[src/rtl/sram_port_arbiter.sv]
// rtl/sram_port_arbiter.sv - multi-channel arbiter for a single shared SRAM port
//
// Purpose: grants one of NUM_CH requesters at a time access to a single
// synchronous SRAM port, runs one transaction (read or byte-masked write)
// to completion, returns read data into a per-channel register and pulses
// a per-channel done strobe.
//
// Optional feature macro: SRAM_ARB_ROUND_ROBIN_EN
//   defined   -> round-robin arbitration starting after the last grant
//   undefined -> fixed priority, lowest channel index wins
//
// Ports:
//   clk        in   clock, rising edge
//   rst        in   asynchronous active-high reset
//   req_en     in   [NUM_CH]          per-channel request valid
//   req_wen    in   [NUM_CH*BE_W]     per-channel byte write enables (0 = read)
//   req_addr   in   [NUM_CH*ADDR_W]   per-channel address
//   req_wdata  in   [NUM_CH*DATA_W]   per-channel write data
//   req_rdata  out  [NUM_CH*DATA_W]   per-channel registered read data
//   req_stall  out  [NUM_CH]          request pending and not yet done
//   req_done   out  [NUM_CH]          one-cycle completion pulse
//   mem_en     out                    SRAM access strobe (ISSUE cycle only)
//   mem_wen    out  [BE_W]            SRAM byte write enables
//   mem_addr   out  [ADDR_W]          SRAM address
//   mem_wdata  out  [DATA_W]          SRAM write data
//   mem_rdata  in   [DATA_W]          SRAM read data, valid MEM_LAT cycles after issue

module sram_port_arbiter #(
    parameter int NUM_CH  = 2,
    parameter int ADDR_W  = 32,
    parameter int DATA_W  = 32,
    parameter int MEM_LAT = 1
) (
    input  logic                     clk,
    input  logic                     rst,
    input  logic [NUM_CH-1:0]        req_en,
    input  logic [NUM_CH*(DATA_W/8)-1:0] req_wen,
    input  logic [NUM_CH*ADDR_W-1:0] req_addr,
    input  logic [NUM_CH*DATA_W-1:0] req_wdata,
    output logic [NUM_CH*DATA_W-1:0] req_rdata,
    output logic [NUM_CH-1:0]        req_stall,
    output logic [NUM_CH-1:0]        req_done,
    output logic                     mem_en,
    output logic [DATA_W/8-1:0]      mem_wen,
    output logic [ADDR_W-1:0]        mem_addr,
    output logic [DATA_W-1:0]        mem_wdata,
    input  logic [DATA_W-1:0]        mem_rdata
);

    localparam int BE_W  = DATA_W / 8;
    localparam int IDX_W = (NUM_CH > 1) ? $clog2(NUM_CH) : 1;
    localparam int CNT_W = $clog2(MEM_LAT + 1);

    typedef enum logic [1:0] {
        S_IDLE  = 2'd0,
        S_ISSUE = 2'd1,
        S_WAIT  = 2'd2,
        S_DONE  = 2'd3
    } state_t;

    state_t                     state_q;
    logic [CNT_W-1:0]           cnt_q;
    logic [IDX_W-1:0]           idx_q;
    logic [BE_W-1:0]            wen_q;
    logic [NUM_CH*DATA_W-1:0]   rdata_q;
    logic [NUM_CH-1:0]          done_q;
    logic                       mem_en_q;
    logic [BE_W-1:0]            mem_wen_q;
    logic [ADDR_W-1:0]          mem_addr_q;
    logic [DATA_W-1:0]          mem_wdata_q;

    logic                       grant_vld_d;
    logic [IDX_W-1:0]           grant_idx_d;
    logic [IDX_W-1:0]           cand_d;

`ifdef SRAM_ARB_ROUND_ROBIN_EN
    // Index of the most recently granted channel; search begins one past it.
    logic [IDX_W-1:0]           ptr_q;

    always_comb begin
        grant_vld_d = 1'b0;
        grant_idx_d = '0;
        cand_d      = '0;
        for (int k = 1; k <= NUM_CH; k++) begin
            cand_d = IDX_W'((int'(ptr_q) + k) % NUM_CH);
            if (!grant_vld_d && req_en[cand_d]) begin
                grant_vld_d = 1'b1;
                grant_idx_d = cand_d;
            end
        end
    end
`else
    // Walk from the highest index down so the lowest requesting index wins.
    always_comb begin
        grant_vld_d = 1'b0;
        grant_idx_d = '0;
        cand_d      = '0;
        for (int c = NUM_CH - 1; c >= 0; c--) begin
            cand_d = IDX_W'(c);
            if (req_en[cand_d]) begin
                grant_vld_d = 1'b1;
                grant_idx_d = cand_d;
            end
        end
    end
`endif

    always_ff @(posedge clk or posedge rst) begin
        if (rst) begin
            state_q     <= S_IDLE;
            cnt_q       <= '0;
            idx_q       <= '0;
            wen_q       <= '0;
            rdata_q     <= '0;
            done_q      <= '0;
            mem_en_q    <= 1'b0;
            mem_wen_q   <= '0;
            mem_addr_q  <= '0;
            mem_wdata_q <= '0;
`ifdef SRAM_ARB_ROUND_ROBIN_EN
            ptr_q       <= IDX_W'(NUM_CH - 1);
`endif
        end else begin
            case (state_q)
                S_IDLE: begin
                    if (grant_vld_d) begin
                        // The memory port registers double as the latched
                        // address/data; mem_en goes high for the ISSUE cycle.
                        idx_q       <= grant_idx_d;
                        wen_q       <= req_wen[grant_idx_d*BE_W +: BE_W];
                        mem_en_q    <= 1'b1;
                        mem_wen_q   <= req_wen[grant_idx_d*BE_W +: BE_W];
                        mem_addr_q  <= req_addr[grant_idx_d*ADDR_W +: ADDR_W];
                        mem_wdata_q <= req_wdata[grant_idx_d*DATA_W +: DATA_W];
`ifdef SRAM_ARB_ROUND_ROBIN_EN
                        ptr_q       <= grant_idx_d;
`endif
                        state_q     <= S_ISSUE;
                    end
                end
                S_ISSUE: begin
                    mem_en_q  <= 1'b0;
                    mem_wen_q <= '0;
                    cnt_q     <= CNT_W'(MEM_LAT);
                    state_q   <= S_WAIT;
                end
                S_WAIT: begin
                    // Counter reaches 1 in cycle T+MEM_LAT, when mem_rdata is valid.
                    if (cnt_q == CNT_W'(1)) begin
                        if (wen_q == '0) begin
                            rdata_q[idx_q*DATA_W +: DATA_W] <= mem_rdata;
                        end
                        done_q[idx_q] <= 1'b1;
                        cnt_q         <= '0;
                        state_q       <= S_DONE;
                    end else begin
                        cnt_q <= cnt_q - CNT_W'(1);
                    end
                end
                S_DONE: begin
                    done_q  <= '0;
                    state_q <= S_IDLE;
                end
                default: begin
                    state_q <= S_IDLE;
                end
            endcase
        end
    end

    assign req_rdata = rdata_q;
    assign req_done  = done_q;
    assign req_stall = req_en & ~done_q;
    assign mem_en    = mem_en_q;
    assign mem_wen   = mem_wen_q;
    assign mem_addr  = mem_addr_q;
    assign mem_wdata = mem_wdata_q;

endmodule

[config.mk]
export PLATFORM = sky130hd
export DESIGN_NAME = sram_port_arbiter
export DESIGN_NICKNAME = d
export VERILOG_FILES = /design/src/rtl/sram_port_arbiter.sv
export SDC_FILE = /design/constraint.sdc
export NUM_CORES = 1
export LEC_CHECK = 0
export ABC_AREA = 0
export CAP_MARGIN = 20
export CORE_AREA = 10 10 141 143
export CTS_BUF_LIST = sky130_fd_sc_hd__clkbuf_16
export DETAILED_ROUTE_END_ITERATION = 10
export DIE_AREA = 0 0 151 153
export PLACE_DENSITY = 0.86
export SYNTH_ARGS = -nofsm -noshare
export SYNTH_HDL_FRONTEND = slang
export SYNTH_SLANG_ARGS = --single-unit
[constraint.sdc]
create_clock -name clk -period 4.8 [get_ports clk]
set_clock_uncertainty 0.05 [all_clocks]
set_input_delay 0.96 -clock clk [delete_from_list [all_inputs] [get_ports clk]]
set_output_delay 0.96 -clock clk [all_outputs]
set_load 0.1 [all_outputs]
==> results by group, run 1 <==
Clock network
  • Clock transition at path regs: 60 ps
  • CTS Root Cell: clkbuf_16
  • Clock insertion delay at the later pin of the skew report: 410 ps
  • Deepest clock path buffer count: 2
  • Post-CTS Hold Fix Bufs: 0
  • CTS tree: done
  • Post-CTS Setup Inserts: 0
  • Post_cts resized: 0
  • Num CTS Buffers: 17
  • H-tree depth: 4
  • Clock sink total: 143

Floorplan
  • Rows: 48
  • Ports: 309
  • Die width: 151 um
  • Core Area: 17100 um2
  • Initial core utilization: 0.365
  • Die Span Y: 153 um
  • Full die area: 23100 um2

Global route
  • Initial antenna violation count: 0
  • GRT Residual Overflow: 0
  • Total GRT Usage: 0.165
  • Vias in the first global route: 5282
  • Largest net degree at the start of global routing: 69
  • First-pass GRT wire length: 29600 um

Logic synthesis
  • Post-synth EDFFs: 0
  • Cell taking the most area after synthesis: dfrtp_1
  • Synthesized area per cell: 12.9 um2
  • Yosys warnings: 0
  • Syn_nets: 658
  • Unique cell type count in the Yosys netlist: 30
  • Synth area leaders: dfrtp_1, mux2i_1, mux2_4, mux2_2, nand2_1
  • Primary FF master, synth: dfrtp_1
  • Post-Syn Area: 6220 um2
  • Most common library cells after synthesis: dfrtp_1, nand2_1, mux2i_1
  • Flop and latch count out of synthesis: 143
  • Synth Instances: 481
  • Post-synth ARST share: 1.00
  • Most frequent cell after synthesis: dfrtp_1
  • Yosys top cell area share: 0.575
  • Post-synthesis sequential area ratio: 0.575

Setup path
  • Worst setup EP type: output port
  • Cell at the slowest stage of the critical path: clkdlybuf4s50_1
  • Max incr delay on CP: 670 ps
  • CP Class: in2out
  • Crit path cell chain: clkdlybuf4s50_1 > nor2b_1 > buf_4
  • CP startpoint kind: input pin
  • Worst Path Max Fanout: 5
  • Required time worst endpoint: 3790 ps
  • Worst Path Arrival: 2120 ps

Job
  • MaxCap Viol Count: 0

Timing
  • Setup WS post-layout: 1670 ps
  • Period utilization: 0.652
  • Post-Route Setup TNS: 0 ps
  • Measured slew at the worst slew-check pin: 1060 ps
  • Max Freq: 320 MHz
  • Min cycle time layout: 3130 ps
  • Hold Fails Final Rpt: 0
  • Final Max Slew Viols: 0
  • Finish-stage setup viols: 0
  • Slew headroom: 0.293
  • RSZ-0062 raised after global routing: false

Placement
  • GPL Wtd Cong: 0.756
  • Hpwl dp: 15400 um
  • IO buf count: 308
  • Post-place setup slack: 1480 ps

Routing
  • Via Count: 4818
  • Drc violations: 0
  • ANT nets after route: 0
  • Routed WL: 19400 um
  • Drt wl/cell: 18.9 um
  • Drt first pass iters: 4
  • Vias per cell: 4.70
  • DRT iter0 DRCs: 220

Layout
  • Diode count: 0
  • Nets: 965
  • Layout cell share with drive strength beyond 1: 0.142
  • Core Util, Final: 0.592
  • Syn-to-layout area delta: 62.4%

Min path
  • HP Class: reg2reg

Run status
  • Status: finished clean
sequential cells by signal, summed over array words and instances (netlist names), 2 cells and up:
| register | cells |
|---|---|
| req_done | 2 |
| mem_wdata | 32 |
| state_q | 2 |
| mem_addr | 32 |
| mem_wen | 4 |
| req_rdata | 64 |
| wen_q | 4 |
cell type report:
type | count | area, um2
Timing Repair Buffer | 319 | 3210
Multi-Input combinational cell | 301 | 2400
Clock inverter | 15 | 183
Clock buffer | 17 | 425
Sequential cell | 143 | 3580
Fill cell | 1437 | 6950
Tap cell | 225 | 282
Inverter | 6 | 26.3
per-stage QoR:
stage,hold slack (ps),cell area (um2),std cells
final,427,10100,1026
after global placement,409,9480,993
after CTS,433,10100,1025
after global routing,458,10100,1026
after detailed placement,420,9480,993
after floorplan,420,6230,481
cell usage in the layout (no fill, tap or decap), types with 2 or more instances in the layout:
| cell type | netlist | routed |
|---|---|---|
| a21oi_1 | 3 | 3 |
| buf_12 | 3 | 4 |
| buf_4 | 6 | 9 |
| bufinv_16 | 0 | 3 |
| clkbuf_16 | 0 | 17 |
| clkdlybuf4s50_1 | 0 | 306 |
| clkinv_2 | 0 | 2 |
| clkinv_4 | 0 | 4 |
| dfrtp_1 | 143 | 143 |
| ha_1 | 5 | 5 |
| inv_1 | 6 | 5 |
| inv_6 | 0 | 5 |
| mux2_1 | 2 | 2 |
| mux2_2 | 33 | 33 |
| mux2_4 | 30 | 30 |
| mux2i_1 | 68 | 68 |
| nand2_1 | 69 | 69 |
| nor2b_1 | 3 | 2 |
| o21ai_0 | 49 | 49 |
| o21ai_1 | 21 | 20 |
| o2bb2ai_1 | 6 | 6 |
final timing paths:
| kind | end | from | cells past startpoint | slack (ps) |
|---|---|---|---|---|
| worst max-delay path | req_stall[1] | req_en[1] | 3 | 1670 |
| worst min-delay path | mem_wdata[27]$_DFFE_PP0P_ | mem_wdata[27]$_DFFE_PP0P_ | 2 | 430 |
| worst max register to register | req_rdata[61]$_DFFE_PP0P_ | wen_q[3]$_DFFE_PP0P_ | 4 | 2440 |
| worst min register to register | mem_wdata[27]$_DFFE_PP0P_ | mem_wdata[27]$_DFFE_PP0P_ | 2 | 430 |
| max in group asynchronous | mem_wdata[8]$_DFFE_PP0P_ | rst | 3 | 2870 |
| min in group asynchronous | req_rdata[5]$_DFFE_PP0P_ | rst | 2 | 990 |
worst max-delay path, delay by kind of cell:
family	cells	cell delay (ps)
buf+inv	2	970
simple gates	1	190
per-layer routing:
layer	share of wire	routed length [um]	global-route usage
met1	0.40	7720	0.180
met2	0.48	9350	0.277
met3	0.10	1960	0.0768
met4	0.018	351	0.0514
met5	0	0	0
cells by family (layout without fill, tap and decap cells):
kind of cell	count (synthesis)	in the layout	synth area share
buf+inv	37	357	0.0430
mux	133	133	0.245
simple gates	79	79	0.0533
flops	143	143	0.575
fa+ha+maj	5	5	0.0101
compound gates	84	84	0.0736
Power of run 1 is left out: the tool's default activity adds up to more than one toggle a clock period on the data nets, which glitch-free logic cannot reach.
==> run 2, diff against run 1 <==
Clock period 4.8 ns to 2.8 ns, I/O delays scaled along.
==> results by group, run 2 (synthesized netlist as in run 1, its figures left out) <==
Floorplan
  • Initial core utilization: 0.365 (unchanged)
  • Core Area: 17100 um2 (unchanged)
  • Rows: 48 (unchanged)
  • Full die area: 23100 um2 (unchanged)
  • Ports: 309 (unchanged)
  • Die Span Y: 153 um (unchanged)
  • Die width: 151 um (unchanged)

Global route
  • Total GRT Usage: 0.160 (-0.00463)
  • Largest net degree at the start of global routing: 93 (+35%)
  • GRT Residual Overflow: 0 (unchanged)
  • First-pass GRT wire length: 28900 um (-2.3%)
  • Initial antenna violation count: 0 (unchanged)
  • Vias in the first global route: 5103 (-3.4%)

Routing
  • Routed wl met3: 2030 um (+3.3%)
  • Met2 wire length: 9430 um (+0.77%)
  • Drt first pass iters: 4 (unchanged)
  • Max Used Layer: met4
  • Vias per cell: 4.70 (about the same)
  • Routed WL: 19100 um (-1.7%)
  • Via Count: 4803 (-0.31%)
  • Drc violations: 0 (unchanged)
  • DRT iter0 DRCs: 144 (-35%)
  • ANT nets after route: 0 (unchanged)
  • Drt wl/cell: 18.6 um (-1.4%)
  • WL met1: 7280 um (-5.7%)

Setup path
  • Crit path cell chain: clkdlybuf4s50_1 > nor2b_2 > buf_12
  • Worst Path Arrival: 1640 ps (-480 ps)
  • CP startpoint kind: input pin
  • Cell family with most CP delay: buffers and inverters
  • CP bufs+invs: 2 (unchanged)
  • CP Class: in2out
  • Worst setup EP type: output port
  • Required time worst endpoint: 2190 ps (-1600 ps)
  • Cell at the slowest stage of the critical path: clkdlybuf4s50_1
  • Max incr delay on CP: 640 ps (-30 ps)
  • Worst Path Max Fanout: 5 (unchanged)

Timing
  • Post-Route Setup TNS: 0 ps (unchanged)
  • Hold_ws: 428 ps (+0.946 ps)
  • Finish-stage setup viols: 0 (unchanged)
  • RSZ-0062 raised after global routing: false
  • Final Max Slew Viols: 0 (unchanged)
  • Slew headroom: 0.597 (+0.304)
  • Setup WS post-layout: 546 ps (-1130 ps)
  • Hold Fails Final Rpt: 0 (unchanged)
  • Max Freq: 444 MHz
  • Measured slew at the worst slew-check pin: 604 ps (-453 ps)
  • Min cycle time layout: 2250 ps
  • Period utilization: 0.805

Job
  • MaxCap Viol Count: 0 (unchanged)

Clock network
  • Post-CTS Hold Fix Bufs: 0 (unchanged)
  • H-tree depth: 4 (unchanged)
  • Clock transition at path regs: 50 ps (about the same)
  • Post-CTS Setup Inserts: 0 (unchanged)
  • Clock sink total: 143 (unchanged)
  • Post_cts resized: 0 (unchanged)
  • Clock insertion delay at the later pin of the skew report: 400 ps (about the same)
  • CTS Root Cell: clkbuf_16
  • Deepest clock path buffer count: 2 (unchanged)
  • Num CTS Buffers: 17 (unchanged)
  • CTS tree: done

Layout
  • Diode count: 0 (unchanged)
  • Most frequent cells in the layout: clkdlybuf4s50_1, dfrtp_1, buf_4
  • Syn-to-layout area delta: 57.2%
  • Cell area after layout: 9790 um2 (-3.2%)
  • Nets: 962 (-0.31%)
  • Commonest non-fill, non-tap cell in the layout: clkdlybuf4s50_1
  • Largest register FFs: 64 (unchanged)
  • Layout cell share with drive strength beyond 1: 0.307 (+0.165)

Run status
  • Status: finished clean

Min path
  • HP Class: reg2reg

Placement
  • GPL Wtd Cong: 0.792 (+4.8%)
  • IO buf count: 308 (unchanged)
  • Post-place setup slack: 434 ps (-1040 ps)
  • Placed cell area: 9190 um2 (-3.0%)
  • Hpwl dp: 15000 um (-2.3%)
-- run 2: cell types whose count changed in the layout (fill, tap and decap cells not counted), sizes merged --
cell           previous run  this run
clkdlybuf4s50           306       171
clkinv                    7         3
buf                      13       145
clkinvlp                  1         5
-- run 2: per-stage QoR --
step                       util  instances
after floorplan               -        481
after global placement    0.539        991
after detailed placement  0.539        991
after CTS                 0.574       1023
after global routing      0.574       1023
final                     0.574       1023
-- run 2: path summary, 6_finish.rpt --
check,from,end,slack [ps],depth (start not counted)
setup / recovery,req_en[0],req_stall[0],550,3
hold / removal,mem_wdata[2]$_DFFE_PP0P_,mem_wdata[2]$_DFFE_PP0P_,430,2
setup reg to reg,state_q[0]$_DFFE_PP0P_,req_rdata[62]$_DFFE_PP0P_,690,5
hold reg to reg,mem_wdata[2]$_DFFE_PP0P_,mem_wdata[2]$_DFFE_PP0P_,430,2
max in group asynchronous,rst,req_rdata[22]$_DFFE_PP0P_,1580,3
min in group asynchronous,rst,mem_wdata[6]$_DFFE_PP0P_,620,3
-- run 2: final cells by class --
type	count	area (um2)
Clock buffer	17	425
Clock inverter	15	171
Fill cell	1459	7270
Inverter	6	26.3
Multi-Input combinational cell	301	2400
Sequential cell	143	3580
Tap cell	225	282
Timing Repair Buffer	316	2900
-- run 2: per-layer routing --
metal / up-vias / track usage
met5: - / 0
met4: 0 / 0.0564
met3: 19 / 0.0729
met2: 226 / 0.267
met1: 2276 / 0.175
li1: 2282 / -
-- run 2: worst register-to-register path, delay by kind of cell, from the launching register on --
family	cells	cell delay [ps]
adder cells (fa/ha/maj)	1	280
flip-flops	1	410
buffers and inverters	2	390
AND/OR/NAND/NOR	1	480
multiplexers	1	390
Power of run 2 is left out for the same reason.
